==> src/rtl/mac_stream_feeder.sv <==
// -----------------------------------------------------------------------------
// mac_stream_feeder
//
// Feeds a stream of 4-lane activation/weight chunks into one mac_wrapper and
// returns the finished dot product of each vector.
//
// mac_wrapper registers a, b and c once, then computes
// out = c + sum(a[i]*b[i]) combinationally. This block closes the
// partial-sum loop by steering mac_out back into c. The first chunk of every
// vector is forced to see c = 0. Because the wrapper registers c, the feedback
// path contains no combinational loop.
//
// Handshakes (both interfaces): a transfer happens on a rising clk edge where
// valid && ready are both high. A producer holds its data stable while valid
// is high and ready is low. in_ready depends only on the FSM state, never on
// in_valid. out_valid/out_data/out_cnt are held stable until out_ready is seen.
//
// Ports:
//   clk        clock
//   reset      asynchronous, active-high reset
//   in_a       activation chunk, lanes [3:0], bw bits each
//   in_b       weight chunk, lanes [3:0], bw bits each
//   in_last    marks the final chunk of a vector
//   in_valid   chunk valid
//   in_ready   feeder accepts a chunk this cycle
//   mac_a      to mac_wrapper a (registered, zero on non-accept cycles)
//   mac_b      to mac_wrapper b (registered, zero on non-accept cycles)
//   mac_c      to mac_wrapper c (0 for a vector's first chunk, else mac_out)
//   mac_out    from mac_wrapper out
//   out_data   final dot product (mac_out bit-exact)
//   out_cnt    number of chunks in the vector, saturating
//   out_valid  result valid
//   out_ready  result consumer ready
//   dbg_state  current FSM state (IDLE=0, ACC=1, DRAIN1=2, DRAIN2=3, DONE=4)
// -----------------------------------------------------------------------------
module mac_stream_feeder #(
    parameter int bw      = 4,
    parameter int psum_bw = 16,
    parameter int cnt_bw  = 8
) (
    input  logic                clk,
    input  logic                reset,
    input  logic [4*bw-1:0]     in_a,
    input  logic [4*bw-1:0]     in_b,
    input  logic                in_last,
    input  logic                in_valid,
    output logic                in_ready,
    output logic [4*bw-1:0]     mac_a,
    output logic [4*bw-1:0]     mac_b,
    output logic [psum_bw-1:0]  mac_c,
    input  logic [psum_bw-1:0]  mac_out,
    output logic [psum_bw-1:0]  out_data,
    output logic [cnt_bw-1:0]   out_cnt,
    output logic                out_valid,
    input  logic                out_ready,
    output logic [2:0]          dbg_state
);

    typedef enum logic [2:0] {
        IDLE   = 3'd0,
        ACC    = 3'd1,
        DRAIN1 = 3'd2,
        DRAIN2 = 3'd3,
        DONE   = 3'd4
    } state_t;

    localparam logic [cnt_bw-1:0] cnt_max = '1;

    state_t              state;
    state_t              state_next;
    logic                accept;
    logic                first_accept;
    logic                capture;
    logic                release_out;
    logic                first_q;
    logic [cnt_bw-1:0]   chunk_cnt;

    // ------------------------------------------------------------------
    // FSM: state register
    // ------------------------------------------------------------------
    always_ff @(posedge clk or posedge reset) begin
        if (reset) begin
            state <= IDLE;
        end else begin
            state <= state_next;
        end
    end

    // ------------------------------------------------------------------
    // FSM: next state and per-state controls
    // ------------------------------------------------------------------
    always_comb begin
        state_next  = state;
        in_ready    = 1'b0;
        capture     = 1'b0;
        release_out = 1'b0;
        case (state)
            IDLE: begin
                in_ready = 1'b1;
                if (in_valid) begin
                    state_next = in_last ? DRAIN1 : ACC;
                end
            end
            ACC: begin
                // Gaps inside a vector are allowed indefinitely.
                in_ready = 1'b1;
                if (in_valid && in_last) begin
                    state_next = DRAIN1;
                end
            end
            DRAIN1: begin
                // The wrapper captures the last chunk on this edge.
                state_next = DRAIN2;
            end
            DRAIN2: begin
                // mac_out now holds the complete dot product.
                capture    = 1'b1;
                state_next = DONE;
            end
            DONE: begin
                if (out_ready) begin
                    release_out = 1'b1;
                    state_next  = IDLE;
                end
            end
            default: begin
                state_next = IDLE;
            end
        endcase
    end

    assign accept       = in_valid && in_ready;
    assign first_accept = accept && (state == IDLE);
    assign dbg_state    = state;

    // ------------------------------------------------------------------
    // Operand registers. Non-accept cycles load zero so that idle cycles
    // add a zero product while c = mac_out keeps the partial sum alive.
    // ------------------------------------------------------------------
    always_ff @(posedge clk or posedge reset) begin
        if (reset) begin
            mac_a <= '0;
            mac_b <= '0;
        end else if (accept) begin
            mac_a <= in_a;
            mac_b <= in_b;
        end else begin
            mac_a <= '0;
            mac_b <= '0;
        end
    end

    // ------------------------------------------------------------------
    // first_q is high during the cycle in which a vector's first chunk is
    // presented on mac_a/mac_b, so the wrapper registers c = 0 alongside it
    // and no result leaks into the next vector.
    // ------------------------------------------------------------------
    always_ff @(posedge clk or posedge reset) begin
        if (reset) begin
            first_q <= 1'b1;
        end else begin
            first_q <= first_accept;
        end
    end

    assign mac_c = first_q ? '0 : mac_out;

    // ------------------------------------------------------------------
    // Chunk counter, saturating at all-ones.
    // ------------------------------------------------------------------
    always_ff @(posedge clk or posedge reset) begin
        if (reset) begin
            chunk_cnt <= '0;
        end else if (first_accept) begin
            chunk_cnt <= cnt_bw'(1);
        end else if (accept && (chunk_cnt != cnt_max)) begin
            chunk_cnt <= chunk_cnt + cnt_bw'(1);
        end
    end

    // ------------------------------------------------------------------
    // Result registers: loaded from mac_out in DRAIN2, held through DONE.
    // ------------------------------------------------------------------
    always_ff @(posedge clk or posedge reset) begin
        if (reset) begin
            out_data  <= '0;
            out_cnt   <= '0;
            out_valid <= 1'b0;
        end else if (capture) begin
            out_data  <= mac_out;
            out_cnt   <= chunk_cnt;
            out_valid <= 1'b1;
        end else if (release_out) begin
            out_valid <= 1'b0;
        end
    end

endmodule

==> config.mk <==
export PLATFORM = sky130hd
export DESIGN_NAME = mac_stream_feeder
export DESIGN_NICKNAME = d
export VERILOG_FILES = /design/src/rtl/mac_stream_feeder.sv
export SDC_FILE = /design/constraint.sdc
export NUM_CORES = 1
export LEC_CHECK = 0
export ABC_AREA = 0
export CORE_ASPECT_RATIO = 1.5
export CORE_MARGIN = 5
export CORE_UTILIZATION = 41
export DETAILED_ROUTE_END_ITERATION = 8
export PLACE_DENSITY = 0.81
export SYNTH_ARGS = -nofsm -noshare
export SYNTH_HDL_FRONTEND = slang
export SYNTH_SLANG_ARGS = --single-unit
==> constraint.sdc <==
create_clock -name clk -period 2.7 [get_ports clk]
set_input_delay 0.27 -clock clk [delete_from_list [all_inputs] [get_ports clk]]
set_output_delay 0.27 -clock clk [all_outputs]
set_load 0.01 [all_outputs]
Word level (Yosys, flattened, before mapping)
Index checks and enable logic that the tools add are counted.
{ "word_totals": {"reg_bits": 69, "in_bits": 53, "out_inout_bits": 77, "word_cells": 42} }
{ "classes": {"n_addsub": 1, "eq_ne": 8, "muxes": 16, "reduce_logical": 9} }
{ "op_table": {"columns": ["cell", "count"], "rows": [
  ["two-way mux 16 bit", 3],
  ["two-way mux 8 bit", 2],
  ["case mux 3 bit (5 select lines)", 1],
  ["two-way mux 3 bit", 3],
  ["adder 8 x 1 -> 8 bit, second input constant", 1],
  ["!= test 8 bit, second input constant", 1],
  ["equality test 3 x 2 -> 1 bit, second input constant", 2],
  ["two-way mux 1 bit", 6],
  ["!= test 2 bit, second input constant", 3],
  ["logical AND 1 bit", 4],
  ["nonzero test 2 bit", 2],
  ["equality test 3 x 1 -> 1 bit, second input constant", 1],
  ["equality test 3 bit, second input constant", 1],
  ["zero test 3 bit", 1],
  ["AND reduction 3 bit", 1],
  ["two-way mux 2 bit", 1],
  ["OR reduction 2 bit", 1]
]} }

Logic depth before layout (Yosys ltp)
Gate-level depths: netlist of the first run.
{ "depth": {"depth_word": 7, "depth_mapped": 5, "depth_no_buf": 5} }

Worst setup path before layout of the first run
Ideal clock, no wire load.
{ "synth_timing": {"kind": "reg-to-reg", "startpoint": "reg state[1], in the netlist dbg_state[1]", "endpoint": "reg out_cnt[0]", "setup_ns": 0.125, "arrival_time_ns": 1.395, "t_required_ns": 2.575, "path_slack_ns": 1.180, "path_stages_with_launch": 6, "n_path_buf": 2, "period_less_slack_ns": 1.520, "cell_sequence": "dfrtp_1 clkbuf_2 and2b_1 nand2_2 clkbuf_8 mux2_2"} }
{ "synth_between": {"elab_chain_len": 2} }
{ "synth_lines": {"columns": ["item", "line_no", "rtl"], "rows": [
  ["start: declaration", "69", "state_t state;"],
  ["start signal: assignment", "85", "state <= state_next;"],
  ["equality test 3 x 2 -> 1 bit", "97", "case (state)"],
  ["two-way mux 1 bit", "97", null],
  ["end signal: assignment", "191", "out_cnt <= chunk_cnt;"],
  ["end: declaration", "53", "output logic [cnt_bw-1:0] out_cnt,"]
]} }
No other way between the ends.
A chain may end at the register's enable or synchronous reset.

Worst setup path after layout of the first run
{ "layout_timing": {"startpoint": "reg state[1], in the netlist dbg_state[1]", "endpoint": "out in_ready"} }
{ "layout_between": {"elab_chain_len": 3, "word_cells_on_any_way": 4, "classes_between": "1 x eq/ne; 1 x mux; 2 x reduce/logical"} }
{ "layout_lines": {"columns": ["item", "line_no", "rtl"], "rows": [
  ["equality test 3 x 1 -> 1 bit or zero test 3 bit (tied branches)", "97", null],
  ["OR reduction 2 bit (no line) *", null, null],
  ["two-way mux 1 bit *", "97", null],
  ["end: declaration", "47", "output logic in_ready,"]
]} }
Every way passes the cells marked *; elsewhere a longest branch is shown, timed or not.

==> summary.md, run 1 <==
| Metric | Value |
|---|---|
| Worst Setup End Kind | `output pin` |
| WL per Instance | `16.0 µm` |
| Sequential fraction of the synthesis area | `63.1%` |
| RSZ-0062 raised after global routing | `false` |
| Sink Count | `69` |
| CP Cell Sequence | `nor2_4 -> buf_4 -> clkdlybuf4s50_1` |
| Clk pin slew, worst setup/hold paths | `0.07 ns` |
| Worst Setup Start Kind | `flip-flop` |
| Power per cell area | `958 nW/µm²` |
| Setup TNS | `0 ns` |
| Root Buffer | `clkbuf_8` |
| Num ports | `130` |
| Final wirelength | `6780 µm` |
| Final std cells w/o fill | `423` |
| Starting Density | `42.2%` |
| Final ANT Viol Nets | `0` |
| Final min period | `2.12 ns` |
| Peak VDD IR | `0.000630 V` |
| WL met3 | `598 µm` |
| Hold WC Path Type | `in -> async` |
| Drt drc | `0` |
| Placeable Area | `6490 µm²` |
| Syn Std Cell Area | `2740 µm²` |
| DR iter-0 viols | `90` |
| Ys Warns | `0` |
| Setup WS pre-CTS | `0.933 ns` |
| ANT cells | `0` |
| CTS tree | `done` |
| Distinct cell type count after synthesis | `37` |
| Register-to-register path setup slack | `1.01 ns` |
| Required time worst endpoint | `2.43 ns` |
| Max FO, Critical Path | `33` |
| Final worst-path cycle share | `78.7%` |
| Port Buf Inserts | `129` |
| Die Width | `76.8 µm` |
| First drt pass iteration count | `4` |
| First-pass GRT wire length | `10400 µm` |
| Initial antenna violation count | `0` |
| Worst slew margin | `61.2%` |
| Setup crit end | `in_ready` |
| Leak Pwr | `1.99 nW` |
| Final WS setup | `0.576 ns` |
| Total power | `4.13 mW` |
| CTS buffer count | `9` |
| Vias in the first global route | `2119` |
| Row cnt | `36` |
| Max-slew violation count | `0` |
| Die Y | `110 µm` |
| Final Skew | `0.0106 ns` |
| Met1 Wirelength | `2320 µm` |
| Worst slew pin tran | `0.579 ns` |
| Fraction of layout cells with a size suffix above 1 | `16.4%` |
| Yosys reg bits | `69` |
| Htree depth | `3` |
| Reg2reg start | `dbg_state[2]` |
| Grt ovf | `0` |
| Fin nets | `396` |
| Vias | `2126` |
| Critical path arrival | `1.85 ns` |
| Fmax | `471 MHz` |
| Dpl cells | `407` |
| Cell count after synthesis | `210` |
| Status | `complete, no violations` |
| Slowest CP cell | `clkdlybuf4s50_1` |
| Avg Cell Area, Syn | `13.0 µm²` |
| Total track usage | `16.0%` |
| Max_cap viols | `0` |
| Post_cts resized | `0` |
| Slowest cell delay on critical path | `0.59 ns` |
| Postcts setup bufs | `0` |
| Largest net degree at the start of global routing | `70` |
| Uppermost layer routed | `met4` |
| DR WL met2 | `3700 µm` |
| Die ar. | `8450 µm²` |
| Hold Vio Cnt, Final | `0` |
| Setup crit start | `dbg_state[1]` |
| Final Setup Violations | `0` |
| Post-cts hold buffer count | `0` |
| DP HPWL | `4970 µm` |
| Gpl congestion | `0.736` |
| Worst r2r path cells | `3` |
| Vias/cell | `5.03` |
| R2R Path End | `out_data[13]` |
| Crit Path Category | `reg -> out` |
| Worst-case clock buffer depth | `2` |
| Syn_nets | `264` |
| Area Growth Syn to Fin | `57.4%` |
| Worst-Skew Late Latency | `0.34 ns` |
## per-stage QoR
step	cell area, µm²	util (%)	hold WS, ns
after global routing	4310	66.5	0.340
after floorplan	2740	-	0.420
final	4310	66.5	0.326
after global placement	4100	63.2	0.487
after detailed placement	4100	63.2	0.493
after CTS	4310	66.5	0.323
## sequential cells by signal, indices dropped and copies added, names as in the netlist
name and count:
out_cnt 8, out_data 16, first_q 1, mac_b 16
dbg_state 3, mac_a 16, chunk_cnt 8, out_valid 1
## kinds of logic (layout without fill, tap and decap cells)
family	after synthesis	count (layout)	synth area share, %
simple gates	80	80	17.8
flops	69	69	63.1
mux	24	24	9.86
compound gates	19	19	5.43
buf+inv	15	152	2.74
xor+xnor	2	2	0.639
fa+ha+maj	1	1	0.457
## critical path: cells and delay by family (launching register included)
family	cells	cell delay, ns
simple gates	1	0.15
buf+inv	2	0.87
flops	1	0.48
## cell usage in the layout (no fill, tap or decap), types with 2 or more instances in the layout
cell type / netlist / final
nand2_1: 4 / 4
o21ai_0: 3 / 3
mux2_2: 24 / 24
dfrtp_1: 68 / 68
a21oi_1: 4 / 4
clkinv_2: 0 / 3
and3_1: 34 / 34
nor3_1: 4 / 4
xnor2_1: 2 / 2
buf_4: 0 / 2
clkdlybuf4s50_1: 0 / 129
nor2_1: 7 / 7
nor2b_1: 16 / 16
nand3_1: 6 / 6
a22o_2: 2 / 2
clkbuf_8: 1 / 12
inv_1: 4 / 3
a221o_2: 2 / 2
## Yosys cell counts (all sizes together)
master / number / area (µm²)
nand4: 1 / 12.5
a221o: 2 / 22.5
nor3: 4 / 20.0
clkbuf: 10 / 48.8
a21oi: 4 / 20.0
nand3: 6 / 30.0
dfstp: 1 / 26.3
nand2: 5 / 21.3
and2b: 1 / 7.51
a22oi: 1 / 7.51
and4bb: 1 / 12.5
or2: 1 / 8.76
buf: 1 / 11.3
a211o: 1 / 8.76
o21ai: 5 / 36.3
ha: 1 / 12.5
or4b: 1 / 10.0
mux2: 24 / 270
nor2: 8 / 37.5
nand3b: 1 / 7.51
o21a: 1 / 7.51
and3: 34 / 213
dfrtp: 68 / 1700
xnor2: 2 / 17.5
a211oi: 1 / 7.51
and2: 1 / 7.51
nor2b: 16 / 100
inv: 4 / 15.0
o21ba: 1 / 10.0
a22o: 3 / 28.8
## worst min-delay path by stage
stage,end,start,slack [ns]
after floorplan,out_data[10],mac_out[10],0.42
after global placement,out_data[11],out_data[11],0.49
after detailed placement,out_data[14],out_data[14],0.49
after CTS,out_data[3],reset,0.32
after global routing,out_data[3],reset,0.34
final,out_data[3],reset,0.33
## per-layer routing
metal	track usage [%]	up-vias
li1	-	1000
met1	15.4	1028
met2	28.9	86
met3	6.42	12
met4	9.13	0
met5	0	-
## area by class of cell
type                            instances  area (µm²)
Fill cell                             515        2170
Sequential cell                        69        1730
Tap cell                               76        95.1
Clock buffer                           12         165
Multi-Input combinational cell        126         937
Inverter                                4        15.0
Clock inverter                          4        45.0
Timing Repair Buffer                  132        1330
## power by group
part	internal [mW]	switching [mW]	total, mW
clock	0.498	0.378	0.875
combinational	0.993	0.695	1.69
sequential	1.35	0.220	1.57
total	2.84	1.29	4.13
Note: power is estimated with default switching activity, not from simulation.
==> run 2: changes to the inputs <==
--- a/config.mk
+++ b/config.mk
@@ -8,9 +8,9 @@
 export ABC_AREA = 0
 export CORE_ASPECT_RATIO = 1.5
 export CORE_MARGIN = 5
-export CORE_UTILIZATION = 41
+export CORE_UTILIZATION = 37
 export DETAILED_ROUTE_END_ITERATION = 8
-export PLACE_DENSITY = 0.81
+export PLACE_DENSITY = 0.78
 export SYNTH_ARGS = -nofsm -noshare
 export SYNTH_HDL_FRONTEND = slang
 export SYNTH_SLANG_ARGS = --single-unit
==> constraint.sdc (replaced) <==
create_clock -name clk -period 1.87 [get_ports clk]
set_input_delay 0.187 -clock clk [delete_from_list [all_inputs] [get_ports clk]]
set_output_delay 0.187 -clock clk [all_outputs]
set_load 0.01 [all_outputs]
==> run 2 against run 1 <==
Critical path type unchanged. Critical path depth decreased by 1. Sequential share of layout area fell by 0.88 points. Cell count is 6.1% higher. Combinational power is 47% higher. Setup slack got worse by 0.49 ns. Worst hold slack lost 0.087 ns. Largest power group unchanged. Global-route usage is 1.2 points lower. Wire length about the same. Largest cell class unchanged. Non-clock buffer count increased by 2. Flip-flop and latch count did not move. Register-to-register slack got worse by 0.79 ns.
==> summary.md, run 2 (synthesized netlist as in run 1, its figures left out) <==
| Metric | Value |
|---|---|
| Power per cell area | `1400 nW/µm² (was 958 nW/µm²)` |
| ANT cells | `0 (unchanged)` |
| Htree depth | `3 (unchanged)` |
| DR iter-0 viols | `169 (was 90)` |
| Final Setup Violations | `0 (unchanged)` |
| WL per Instance | `15.1 µm (was 16.0 µm)` |
| Vias in the first global route | `2092 (was 2119)` |
| Worst Setup End Kind | `output pin (unchanged)` |
| Worst slew margin | `63.8% (was 61.2%)` |
| Fmax | `561 MHz` |
| First drt pass iteration count | `4 (unchanged)` |
| Die Y | `115 µm (was 110 µm)` |
| Starting Density | `37.9% (was 42.2%)` |
| CTS tree | `done (unchanged)` |
| Psw | `1.88 mW (was 1.29 mW)` |
| Initial antenna violation count | `0 (unchanged)` |
| Final min period | `1.78 ns` |
| Slowest cell delay on critical path | `0.58 ns (was 0.59 ns)` |
| Area Growth Syn to Fin | `61.2% (was 57.4%)` |
| Share of power burned in registers | `36.7% (was 37.9%)` |
| Worst slew pin tran | `0.542 ns (was 0.579 ns)` |
| CP Cell Sequence | `nor2_4 -> clkdlybuf4s50_1 (was nor2_4 -> buf_4 -> clkdlybuf4s50_1)` |
| Max_cap viols | `0 (unchanged)` |
| Final std cells w/o fill | `449 (was 423)` |
| Max-slew violation count | `0 (unchanged)` |
| Setup WS pre-CTS | `0.268 ns (was 0.933 ns)` |
| Slowest CP cell | `clkdlybuf4s50_1 (unchanged)` |
| Total track usage | `14.8% (was 16.0%)` |
| Vias/cell | `4.71 (was 5.03)` |
| First-pass GRT wire length | `10500 µm (was 10400 µm)` |
| Final instance area | `4420 µm² (was 4310 µm²)` |
| DP HPWL | `5160 µm (was 4970 µm)` |
| Setup TNS | `0 ns (unchanged)` |
| Worst r2r path cells | `5 (was 3)` |
| Vias | `2113 (was 2126)` |
| CTS buffer count | `9 (unchanged)` |
| Switching Fraction | `30.4% (was 31.3%)` |
| DP Area | `4180 µm² (was 4100 µm²)` |
| Final worst-path cycle share | `95.4%` |
| Internal power of the cells | `4.30 mW (was 2.84 mW)` |
| Critical path arrival | `1.60 ns (was 1.85 ns)` |
| Fillers | `630 (was 515)` |
| Drt drc | `0 (unchanged)` |
| Postcts setup bufs | `0 (unchanged)` |
| Die Width | `80.3 µm (was 76.8 µm)` |
| Peak VDD IR | `0.000864 V (was 0.000630 V)` |
| Root Buffer | `clkbuf_8 (unchanged)` |
| Final ANT Viol Nets | `0 (unchanged)` |
| Power share of the clock group | `23.0% (was 21.2%)` |
| Final Skew | `0.00579 ns (was 0.0106 ns)` |
| Largest registers | `mac_a x16, mac_b x16, out_data x16 (unchanged)` |
| Fraction of layout cells with a size suffix above 1 | `16.6% (was 16.4%)` |
| Power share of the combinational group | `40.3% (was 40.9%)` |
| Port Buf Inserts | `129 (unchanged)` |
| Grt ovf | `0 (unchanged)` |
| Register-to-register path setup slack | `0.22 ns (was 1.01 ns)` |
| Crit Path Category | `reg -> out (unchanged)` |
| RSZ-0062 raised after global routing | `false (unchanged)` |
| Leak Pwr | `2.01 nW (was 1.99 nW)` |
| Gpl congestion | `0.805 (was 0.736)` |
| Die ar. | `9260 µm² (was 8450 µm²)` |
| Dpl cells | `433 (was 407)` |
| Status | `complete, no violations (unchanged)` |
| Largest net degree at the start of global routing | `37 (was 70)` |
| Worst-case clock buffer depth | `2 (unchanged)` |
| Fin nets | `398 (was 396)` |
| Final WS setup | `0.0862 ns (was 0.576 ns)` |
| R2R Path End | `chunk_cnt[7] (was out_data[13])` |
| Required time worst endpoint | `1.68 ns (was 2.43 ns)` |
| Hold Vio Cnt, Final | `0 (unchanged)` |
| Reg2reg start | `chunk_cnt[1] (was dbg_state[2])` |
| Final wirelength | `6780 µm (about the same)` |
| Highest-count cells in the layout ignoring fill and taps | `clkdlybuf4s50_1, dfrtp_1, and3_1 (unchanged)` |
| Commonest non-fill, non-tap cell in the layout | `clkdlybuf4s50_1 (unchanged)` |
| Worst Setup Start Kind | `flip-flop (unchanged)` |
| Placeable Area | `7230 µm² (was 6490 µm²)` |
| Sink Count | `69 (unchanged)` |
| Row cnt | `38 (was 36)` |
| Clk pin slew, worst setup/hold paths | `0.07 ns (about the same)` |
| Hold WC Path Type | `in -> async (unchanged)` |
| Post-cts hold buffer count | `0 (unchanged)` |
| Max FO, Critical Path | `10 (was 33)` |
| Num ports | `130 (unchanged)` |
| Worst-Skew Late Latency | `0.33 ns (was 0.34 ns)` |
run 2: critical path, delay by kind of cell, from the launching register on:
family	cells	cell delay, ns
buffers and inverters	1	0.58
DFF	1	0.49
and+or+nand+nor	1	0.19
run 2: power by group through the flow:
stage	sequential, mW	combinational [mW]	clock (mW)
finish	2.27	2.49	1.43
global route	2.33	2.68	1.51
CTS	2.27	2.53	1.46
detailed placement	2.30	2.52	0
global placement	2.27	2.47	0
floorplan	2.41	1.01	0
run 2: area by class of cell:
type | instances | area, µm² | area share (%)
Tap cell | 100 | 125 | 2.83
Clock inverter | 6 | 111 | 2.52
Multi-Input combinational cell | 126 | 937 | 21.2
Inverter | 4 | 18.8 | 0.425
Timing Repair Buffer | 134 | 1370 | 30.9
Sequential cell | 69 | 1730 | 39.2
Clock buffer | 10 | 128 | 2.89
run 2: layer usage:
layer | part of all wire, % | global-route usage, %
met1 | 36 | 16.0
met2 | 53 | 26.2
met3 | 9.1 | 6.27
met4 | 1.9 | 4.62
met5 | 0 | 0
run 2: repair_timing:
item | in CTS | in global routing
resized for setup | 0 | 1
endpoints found under the setup margin | 0 | 11
hold endpoints to repair | 0 | 0
run 2: worst max path at each step:
stage,cells after the start,endpoint,start,slack [ns]
floorplan,5,out_cnt[0],dbg_state[1],0.35
global placement,5,chunk_cnt[6],in_valid,0.31
detailed placement,5,chunk_cnt[6],chunk_cnt[0],0.27
CTS,2,mac_c[5],first_q,0.03
global route,2,mac_c[10],first_q,0.02
finish,2,in_ready,dbg_state[1],0.09
run 2: through the flow:
stage | utilization [%] | power, mW | hold slack [ns]
final | 61.1 | 6.19 | 0.239
after global routing | 61.1 | 6.53 | 0.292
after CTS | 61.1 | 6.25 | 0.246
after detailed placement | 57.8 | 4.82 | 0.492
after global placement | 57.8 | 4.75 | 0.488
after floorplan | - | 3.42 | 0.337
